`src/rtl/rr_lock_arbiter_pkg.sv`:
```
// Shared types and helpers for the round-robin lock arbiter (package arb_pkg).
// Default MAX_HOLD here is only used when ARB_TIMEOUT_EN is defined.
package arb_pkg;

  typedef enum logic {
    IDLE = 1'b0,
    BUSY = 1'b1
  } arb_state_e;

  localparam int ARB_MAX_HOLD_DEFAULT = 16;
  localparam int ARB_MAX_PORTS        = 16;

  function automatic logic [ARB_MAX_PORTS-1:0] onehot(input logic [3:0] idx);
    onehot = 16'd1 << idx;
  endfunction

endpackage

```
`src/rtl/rr_lock_arbiter_if.sv`:
```
// Request/grant bundle between requesters (master) and rr_lock_arbiter (slave).
// timeout_o exists only when ARB_TIMEOUT_EN is defined.
interface rr_lock_arbiter_if #(
  parameter  int NUM_PORTS = 4,
  localparam int IDX_W     = $clog2(NUM_PORTS)
);
  logic [NUM_PORTS-1:0] req_i;
  logic                 release_i;
  logic [NUM_PORTS-1:0] gnt_o;
  logic                 gnt_valid_o;
  logic [IDX_W-1:0]     gnt_idx_o;
`ifdef ARB_TIMEOUT_EN
  logic                 timeout_o;

  modport master (output req_i, output release_i,
                  input gnt_o, input gnt_valid_o, input gnt_idx_o, input timeout_o);
  modport slave  (input req_i, input release_i,
                  output gnt_o, output gnt_valid_o, output gnt_idx_o, output timeout_o);
`else
  modport master (output req_i, output release_i,
                  input gnt_o, input gnt_valid_o, input gnt_idx_o);
  modport slave  (input req_i, input release_i,
                  output gnt_o, output gnt_valid_o, output gnt_idx_o);
`endif
endinterface

```
`src/rtl/rr_lock_arbiter_pick.sv`:
```
// Combinational rotating-priority picker: first set request at or after ptr_i,
// wrapping around. Reusable by any arbiter that keeps its own pointer.
module rr_pick #(
  parameter  int NUM_PORTS = 4,
  localparam int IDX_W     = $clog2(NUM_PORTS)
) (
  input  logic [NUM_PORTS-1:0] req_i,
  input  logic [IDX_W-1:0]     ptr_i,
  output logic                 valid_o,
  output logic [IDX_W-1:0]     idx_o
);

  logic [NUM_PORTS-1:0] rot_s;
  logic [IDX_W-1:0]     off_s;
  logic [IDX_W:0]       sum_s;

  // Doubling the vector makes the shift a rotation: bit 0 of rot_s is port ptr_i.
  assign rot_s   = NUM_PORTS'({req_i, req_i} >> ptr_i);
  assign valid_o = |req_i;
  assign sum_s   = {1'b0, ptr_i} + {1'b0, off_s};

  // Fixed-priority pick on the rotated vector; lowest offset wins.
  always_comb begin
    off_s = '0;
    for (int i = NUM_PORTS - 1; i >= 0; i--) begin
      if (rot_s[i]) begin
        off_s = IDX_W'(i);
      end else begin
        off_s = off_s;
      end
    end
  end

  // Map the offset back to an absolute port number modulo NUM_PORTS.
  always_comb begin
    if (sum_s >= (IDX_W+1)'(NUM_PORTS)) begin
      idx_o = IDX_W'(sum_s - (IDX_W+1)'(NUM_PORTS));
    end else begin
      idx_o = IDX_W'(sum_s);
    end
  end

endmodule

```
`src/rtl/rr_lock_arbiter.sv`:
```
// Registered round-robin arbiter with grant locking and a mandatory idle cycle
// between grants. Define ARB_TIMEOUT_EN to force-release grants after MAX_HOLD cycles.
module rr_lock_arbiter
  import arb_pkg::*;
#(
  parameter int NUM_PORTS = 4
`ifdef ARB_TIMEOUT_EN
  , parameter int MAX_HOLD = ARB_MAX_HOLD_DEFAULT
`endif
) (
  input logic               clk,
  input logic               rst_n,
  rr_lock_arbiter_if.slave  bus
);

  localparam int IDX_W = $clog2(NUM_PORTS);

  arb_state_e           state_q;
  logic [NUM_PORTS-1:0] gnt_q;
  logic                 gnt_valid_q;
  logic [IDX_W-1:0]     gnt_idx_q;
  logic [IDX_W-1:0]     ptr_q;

  logic                 pick_valid_s;
  logic [IDX_W-1:0]     pick_idx_s;
  logic [NUM_PORTS-1:0] pick_gnt_s;
  logic [IDX_W-1:0]     ptr_d;
  logic                 normal_end_s;
  logic                 end_s;

  rr_pick #(.NUM_PORTS(NUM_PORTS)) u_pick (
    .req_i   (bus.req_i),
    .ptr_i   (ptr_q),
    .valid_o (pick_valid_s),
    .idx_o   (pick_idx_s)
  );

  assign pick_gnt_s   = NUM_PORTS'(onehot(4'(pick_idx_s)));
  assign ptr_d        = (gnt_idx_q == IDX_W'(NUM_PORTS - 1)) ? '0 : gnt_idx_q + IDX_W'(1);
  assign normal_end_s = bus.release_i | ~bus.req_i[gnt_idx_q];

`ifdef ARB_TIMEOUT_EN
  logic [7:0] hold_q;
  logic       timeout_q;
  logic       timeout_hit_s;

  // A normal release in the same cycle wins over the timeout.
  assign timeout_hit_s = ~normal_end_s & (hold_q == 8'(MAX_HOLD - 1));
  assign end_s         = normal_end_s | timeout_hit_s;
  assign bus.timeout_o = timeout_q;
`else
  assign end_s = normal_end_s;
`endif

  // Arbitration FSM, rotating pointer and registered grant outputs.
  always_ff @(posedge clk or negedge rst_n) begin
    if (!rst_n) begin
      state_q     <= IDLE;
      gnt_q       <= '0;
      gnt_valid_q <= 1'b0;
      gnt_idx_q   <= '0;
      ptr_q       <= '0;
`ifdef ARB_TIMEOUT_EN
      hold_q      <= 8'd0;
      timeout_q   <= 1'b0;
`endif
    end else begin
`ifdef ARB_TIMEOUT_EN
      timeout_q <= 1'b0;
`endif
      case (state_q)
        IDLE: begin
          if (pick_valid_s) begin
            state_q     <= BUSY;
            gnt_q       <= pick_gnt_s;
            gnt_valid_q <= 1'b1;
            gnt_idx_q   <= pick_idx_s;
`ifdef ARB_TIMEOUT_EN
            hold_q      <= 8'd0;
`endif
          end else begin
            state_q <= IDLE;
          end
        end
        BUSY: begin
          // Going back to IDLE for one cycle gives the resource its turnaround.
          if (end_s) begin
            state_q     <= IDLE;
            gnt_q       <= '0;
            gnt_valid_q <= 1'b0;
            ptr_q       <= ptr_d;
`ifdef ARB_TIMEOUT_EN
            timeout_q   <= timeout_hit_s;
`endif
          end else begin
            state_q <= BUSY;
`ifdef ARB_TIMEOUT_EN
            hold_q  <= hold_q + 8'd1;
`endif
          end
        end
        default: begin
          state_q     <= IDLE;
          gnt_q       <= '0;
          gnt_valid_q <= 1'b0;
        end
      endcase
    end
  end

  assign bus.gnt_o       = gnt_q;
  assign bus.gnt_valid_o = gnt_valid_q;
  assign bus.gnt_idx_o   = gnt_idx_q;

endmodule

```
`src/flat_wrapper.sv`:
```
// flat-port wrapper written by rule: the top's interface ports become plain ports
module rr_lock_arbiter_flat import arb_pkg::*;
#(
  parameter int NUM_PORTS = 4

)
  (clk, rst_n, bus_req_i, bus_release_i, bus_gnt_o, bus_gnt_valid_o, bus_gnt_idx_o);
  rr_lock_arbiter_if #(.NUM_PORTS(NUM_PORTS)) bus_i ();
  input logic clk;
  input logic rst_n;
  input wire logic [$bits(bus_i.req_i)-1:0] bus_req_i;
  input wire logic [$bits(bus_i.release_i)-1:0] bus_release_i;
  output wire logic [$bits(bus_i.gnt_o)-1:0] bus_gnt_o;
  output wire logic [$bits(bus_i.gnt_valid_o)-1:0] bus_gnt_valid_o;
  output wire logic [$bits(bus_i.gnt_idx_o)-1:0] bus_gnt_idx_o;
  assign bus_i.req_i = bus_req_i;
  assign bus_i.release_i = bus_release_i;
  assign bus_gnt_o = bus_i.gnt_o;
  assign bus_gnt_valid_o = bus_i.gnt_valid_o;
  assign bus_gnt_idx_o = bus_i.gnt_idx_o;
  rr_lock_arbiter #(.NUM_PORTS(NUM_PORTS)) u_core (.clk(clk), .rst_n(rst_n), .bus(bus_i));
endmodule
```
`config.mk`:
```
export PLATFORM = sky130hd
export DESIGN_NAME = rr_lock_arbiter_flat
export DESIGN_NICKNAME = d
export VERILOG_FILES = /design/src/rtl/rr_lock_arbiter_pkg.sv /design/src/rtl/rr_lock_arbiter_if.sv /design/src/rtl/rr_lock_arbiter_pick.sv /design/src/rtl/rr_lock_arbiter.sv /design/src/flat_wrapper.sv
export SDC_FILE = /design/constraint.sdc
export NUM_CORES = 1
export LEC_CHECK = 0
export ABC_AREA = 1
export CAP_MARGIN = 0
export CORE_AREA = 2 2 39 41
export CTS_BUF_LIST = sky130_fd_sc_hd__clkbuf_4
export DETAILED_ROUTE_END_ITERATION = 16
export DIE_AREA = 0 0 41 43
export HOLD_SLACK_MARGIN = 0.03
export PLACE_DENSITY = 0.77
export SLEW_MARGIN = 0
export SYNTH_ARGS = -nofsm -noshare
export SYNTH_HDL_FRONTEND = slang
export SYNTH_HIERARCHICAL = 1
export SYNTH_SLANG_ARGS = --single-unit
```
`constraint.sdc`:
```
create_clock -name clk -period 2.2 [get_ports clk]
set_input_delay 0.22 -clock clk [delete_from_list [all_inputs] [get_ports clk]]
set_output_delay 0.22 -clock clk [all_outputs]
set_load 0.02 [all_outputs]
```
Word-level counts from Yosys, hierarchy flattened
Index checks and enable logic that the tools add are counted.
{ "classes": {"add_sub_neg": 3, "multipliers": 0, "div": 0, "order_cmp": 2, "eq_ne": 3, "shifts": 2, "n_mux": 17, "bitwise_logic": 3, "n_reduce_logical": 4} }
{ "op_table": {"columns": ["operator", "n"], "rows": [
  ["$mux W2", 6],
  ["$mux W4", 2],
  ["$pmux W4 S2", 1],
  ["$shr A8 B2 Y4", 1],
  ["$reduce_and A2 Y1", 3],
  ["$mux W1", 5],
  ["$pmux W1 S2", 2],
  ["$reduce_or A4 Y1", 1],
  ["$shl A1 B2 Y4 const A", 1],
  ["$add A2 B2 Y3", 1],
  ["$ge A3 B3 Y1 const B", 1],
  ["$lt A2 B3 Y1 const B", 1],
  ["$add A2 B1 Y2 const B", 1],
  ["$bmux W1 S2", 1],
  ["$eq A2 B2 Y1 const B", 1],
  ["$ne A2 B1 Y1 const B", 1],
  ["$ne A2 B2 Y1 const B", 1],
  ["$not A1 Y1", 2],
  ["$sub A2 B1 Y2 const B", 1],
  ["$or A1 B1 Y1", 1]
]} }
{ "totals": {"ff_bits": 10, "latch_bits": 0, "mem_bits_rw": 0, "mem_bits_ro": 0, "output_inout_bits": 7, "n_memories": 0} }

Logic depth before layout (Yosys ltp)
{ "depth": {"word_depth": 11, "depth_mapped": 14} }

By module
Netlist, hierarchy kept.
{ "by_module_without_submodules": {"columns": ["mod", "n_inst", "cells_each", "area_per_inst_um2", "seq_area_each_um2"], "rows": [
  ["rr_lock_arbiter", 1, 57, 476.7, 250.2],
  ["rr_pick", 1, 35, 167.7, 0.0]
]} }

Least setup slack after synthesis
No wires, ideal clock.
{ "synth_path": {"path_kind": "register to register", "start": "register u_core.ptr_q[0]", "end": "register u_core.gnt_q[0] (netlist: u_core/bus.gnt_o[0])", "setup_ns": 0.065, "arrival_ns": 1.619, "required_ns": 2.135, "slack_ns": 0.516, "path_stages_with_launch": 15, "n_path_buf": 0, "synth_period_minus_slack_ns": 1.684, "path_cell_list": "dfrtp_1 > inv_2 > nand2_1 > nand3_1 > nand2_1 > nand3_1 > a21boi_1 > ha_1 > xor2_1 > inv_1 > nand3_1 > nand2_1 > inv_1 > nand3_1 > nand2_1"} }
{ "synth_via": {"elab_chain_len": 11, "elab_cells_between_ends": 12} }
{ "synth_rtl": {"columns": ["item", "line", "rtl"], "rows": [
  ["start, declared", "rr_lock_arbiter.sv:22", "logic [IDX_W-1:0] ptr_q;"],
  ["start signal, assigned", "rr_lock_arbiter.sv:91", "ptr_q <= ptr_d;"],
  ["$shr A8 B2 Y4", "rr_lock_arbiter_pick.sv:18", "assign rot_s = NUM_PORTS'({req_i, req_i} >> ptr_i);"],
  ["$mux W2 (4 in a row)", "rr_lock_arbiter_pick.sv:26", "if (rot_s[i]) begin"],
  ["$add A2 B2 Y3 *", "rr_lock_arbiter_pick.sv:20", "assign sum_s = {1'b0, ptr_i} + {1'b0, off_s};"],
  ["$ge A3 B3 Y1 or $sub A2 B1 Y2 (tied branches)", "rr_lock_arbiter_pick.sv:36, rr_lock_arbiter_pick.sv:37", null],
  ["$mux W2 *", "rr_lock_arbiter_pick.sv:36", "if (sum_s >= (IDX_W+1)'(NUM_PORTS)) begin"],
  ["via u_core.pick_idx_s[1]", "rr_lock_arbiter.sv:25", "logic [IDX_W-1:0] pick_idx_s;"],
  ["$shl A1 B2 Y4 *", "rr_lock_arbiter_pkg.sv:14", "onehot = 16'd1 << idx;"],
  ["$mux W4 *", "rr_lock_arbiter.sv:73", "if (pick_valid_s) begin"],
  ["$pmux W4 S2 *", "rr_lock_arbiter.sv:71", "case (state_q)"],
  ["end signal, assigned", "rr_lock_arbiter.sv:75", "gnt_q <= pick_gnt_s;"],
  ["end, declared", "rr_lock_arbiter.sv:19", "logic [NUM_PORTS-1:0] gnt_q;"]
]} }
The timed path passes the listed nets; every way through them passes the cells marked *. The select of a mux whose other input is x is not followed.
A chain may end at the register's enable or synchronous reset.

Worst setup path after layout
{ "layout_path": {"start": "register u_core.ptr_q[1]", "end": "register u_core.gnt_q[0] (netlist: u_core/bus.gnt_o[0])"} }
The elaborated chain is that of the path after synthesis.

==> impl_metrics.json <==
{
  "multi_input_area_um2": 338,
  "synth_common_cells": "nand2_1, nand3_1, inv_1",
  "syn_area_per_cell_um2": 7.00,
  "critical_path.top_delay_family": "simple AND/OR/NAND/NOR gates",
  "path_common_cell": "nand3_1",
  "antenna_found_initial": 0,
  "fin_tns_setup_ns": 0,
  "final_hold_viol_count": 0,
  "synth_edf_count": 0,
  "dieArea_um2": 1760,
  "yosysTopAreaCell": "dfrtp_1",
  "fin_nets": 119,
  "crit_path_max_fanout": 7,
  "ctsLongestPathBuffers": 2,
  "grt_max_degree": 11,
  "clock.fmax_mhz": 514,
  "cts_hold_buf": 0,
  "cp_slowest_cell": "dfrtp_1",
  "synth_area_leaders": "dfrtp_1, nand2_1, nand3_1",
  "yosysMostFrequentCell": "nand2_1",
  "grtUsageTotal_pct": 19.5,
  "slew_violations": 0,
  "seq_area_frac_synth_pct": 38.8,
  "clock_latency_ns": 0.26,
  "portBuffers": 13,
  "dieWidth_um": 41,
  "ir_drop_mv": 0.750,
  "tightest_slew_ns": 0.439,
  "num_rows": 14,
  "ys_warn_count": 6,
  "seq_area_um2": 251,
  "hpwl_mm": 1.07,
  "ctsResizeCount": 0,
  "synth_cells": 92,
  "maxCapViolations": 0,
  "io_pins": 14,
  "htreeDepth": 1,
  "slew_headroom_pct": 70.7,
  "cts_setup_buffers": 0,
  "synthFlopType": "dfrtp_1",
  "worst_hold_slack_ns": 0.265,
  "path_cells": "inv_2 -> nand3_1 -> nand2_1 -> nand3_1 -> a21boi_1 -> ha_1 -> xor2_1 -> inv_1 -> nand3_1 -> nand2_1 -> inv_1 -> nand3_1 -> nand2_1",
  "finalCoreUtilization_pct": 59.4,
  "postRouteAntennaNets": 0,
  "fp.coreArea_um2": 1380,
  "ys_types": 16,
  "worst-setup-path-type": "register to register",
  "initial_utilization_pct": 46.6,
  "dr.pass1.iters": 4,
  "fin_skew_ns": 0.000934,
  "clock-sinks": 10,
  "synth-async-reset-ratio_pct": 100,
  "die_h_um": 43,
  "fin_crit_ns": 1.95,
  "finalSetupViolCount": 0,
  "drt-wirelength-per-cell_um": 11.1,
  "drive_above_1_share_pct": 11.9,
  "overflow": 0,
  "ys_seq_elements": 10,
  "num_antenna_cells": 0,
  "drc": 0,
  "syn_to_final_growth_pct": 27.6,
  "via_per_inst": 5.14,
  "cts_buffers": 3,
  "num_vias": 642,
  "grt_first_pass_wirelength_mm": 2.37,
  "cp.required_ns": 2.40,
  "synth_top_area_share_pct": 38.8,
  "min_path_type": "primary input to asynchronous set/reset pin",
  "critPathMaxStageDelay_ns": 0.46,
  "cts_root_buf": "clkbuf_4",
  "clk_pin_slew_ns": 0.07,
  "crit_path_end_kind": "register",
  "arrival_ns": 2.15,
  "synth_area_um2": 644,
  "drt_iter0_markers": 15,
  "power.leakage_nw": 0.449,
  "syn-num-nets": 101,
  "finalCritPeriodShare_pct": 88.5,
  "status": "completed",
  "fillCellCount": 142,
  "cp-start-kind": "register",
  "powerDensity_nw_per_um2": 1560,
  "cts_tree": "yes",
  "finalWirelength_mm": 1.38,
  "grt_pass1_vias": 573,
  "rsz0062_at_grt": "no",
  "routabilityCongestion": 0.758,
  "path_buf_inv": 3
}
-- where the power goes --
part | internal [mW] | total [mW] | leakage, nW | switching (mW)
clock network | 0.0655 | 0.129 | 0.0154 | 0.0631
registers | 0.267 | 0.362 | 0.124 | 0.0950
logic | 0.314 | 0.790 | 0.310 | 0.476
-- cells in the final DEF (no fill, tap or decap) --
master	synthesis	final
a21boi_1	1	1
clkbuf_4	0	3
clkdlybuf4s50_1	0	13
clkinv_1	0	1
dfrtp_1	10	9
dfrtp_2	0	1
ha_1	2	2
inv_1	11	11
inv_2	4	4
nand2_1	32	32
nand2_2	2	2
nand2_4	1	1
nand3_1	21	21
nor2_4	1	1
o21a_1	1	1
o21ai_0	2	2
o21ai_1	1	1
or2_2	1	1
or4_1	1	1
xor2_1	1	1
-- worst reg2reg max path: cells and delay by family (launching register included) --
| family | cells | cell delay [ns] |
|---|---|---|
| adder cells (fa/ha/maj) | 1 | 0.17 |
| buffers and inverters | 3 | 0.28 |
| flip-flops | 1 | 0.46 |
| AND/OR/NAND/NOR | 7 | 0.65 |
| AO/OA/AOI/OAI | 1 | 0.14 |
| XOR/XNOR | 1 | 0.19 |
-- registers in the layout (all words and copies together), names as in the netlist --
register                flops
u_core/bus.gnt_o            4
u_core/state_q              1
u_core/ptr_q                2
u_core/bus.gnt_valid_o      1
u_core/bus.gnt_idx_o        2
-- cells by family (layout without fill, tap and decap cells) --
kind of cell               after synthesis  after routing  synth area share (%)
AOI/OAI and AO/OA                        5              5                  4.66
DFF                                     10             10                  38.8
and+or+nand+nor                         59             59                  42.5
xor gates and xnor gates                 1              1                  1.36
adders and majority gates                2              2                  3.88
buffers and inverters                   15             32                  8.74
-- final timing paths --
path / endpoint / slack (ns) / depth (start not counted) / from
max: u_core/bus.gnt_o[0] / 0.25 / 13 / u_core/ptr_q[1]
min: u_core/bus.gnt_o[3] / 0.26 / 1 / rst_n
max reg2reg: u_core/bus.gnt_o[0] / 0.25 / 13 / u_core/ptr_q[1]
min reg2reg: u_core/bus.gnt_valid_o / 0.47 / 2 / u_core/bus.gnt_valid_o
max in group asynchronous: u_core/ptr_q[0] / 1.61 / 1 / rst_n
min in group clk: u_core/bus.gnt_valid_o / 0.47 / 2 / u_core/bus.gnt_valid_o
-- metal layers --
metal  vias up  GRT usage, %  share of wire, %
met1       299          26.2                45
met4         0          8.00                 0
met5         -             0                 0
met3         0          3.14               4.3
met2        17          30.0                51
li1        326             -                 -
-- final cells by class --
class | count | area share [%]
clock buffers | 3 | 2.74
clock inverters | 1 | 0.457
inverters | 15 | 6.85
multi-input cells | 67 | 41.1
flip-flops and latches | 10 | 30.6
well taps | 16 | 2.44
repair buffers | 13 | 15.8
-- through the flow --
stage	power, mW	instances	instance area [um2]	setup WS [ns]
2_1_floorplan	0.913	92	644	0.516
3_3_place_gp	1.12	121	795	0.114
3_5_place_dp	1.15	121	795	0.0222
4_1_cts	1.29	125	821	0.184
5_1_grt	1.42	125	822	0.0279
6_report	1.28	125	822	0.253
Note: power is estimated with default switching activity, not from simulation.
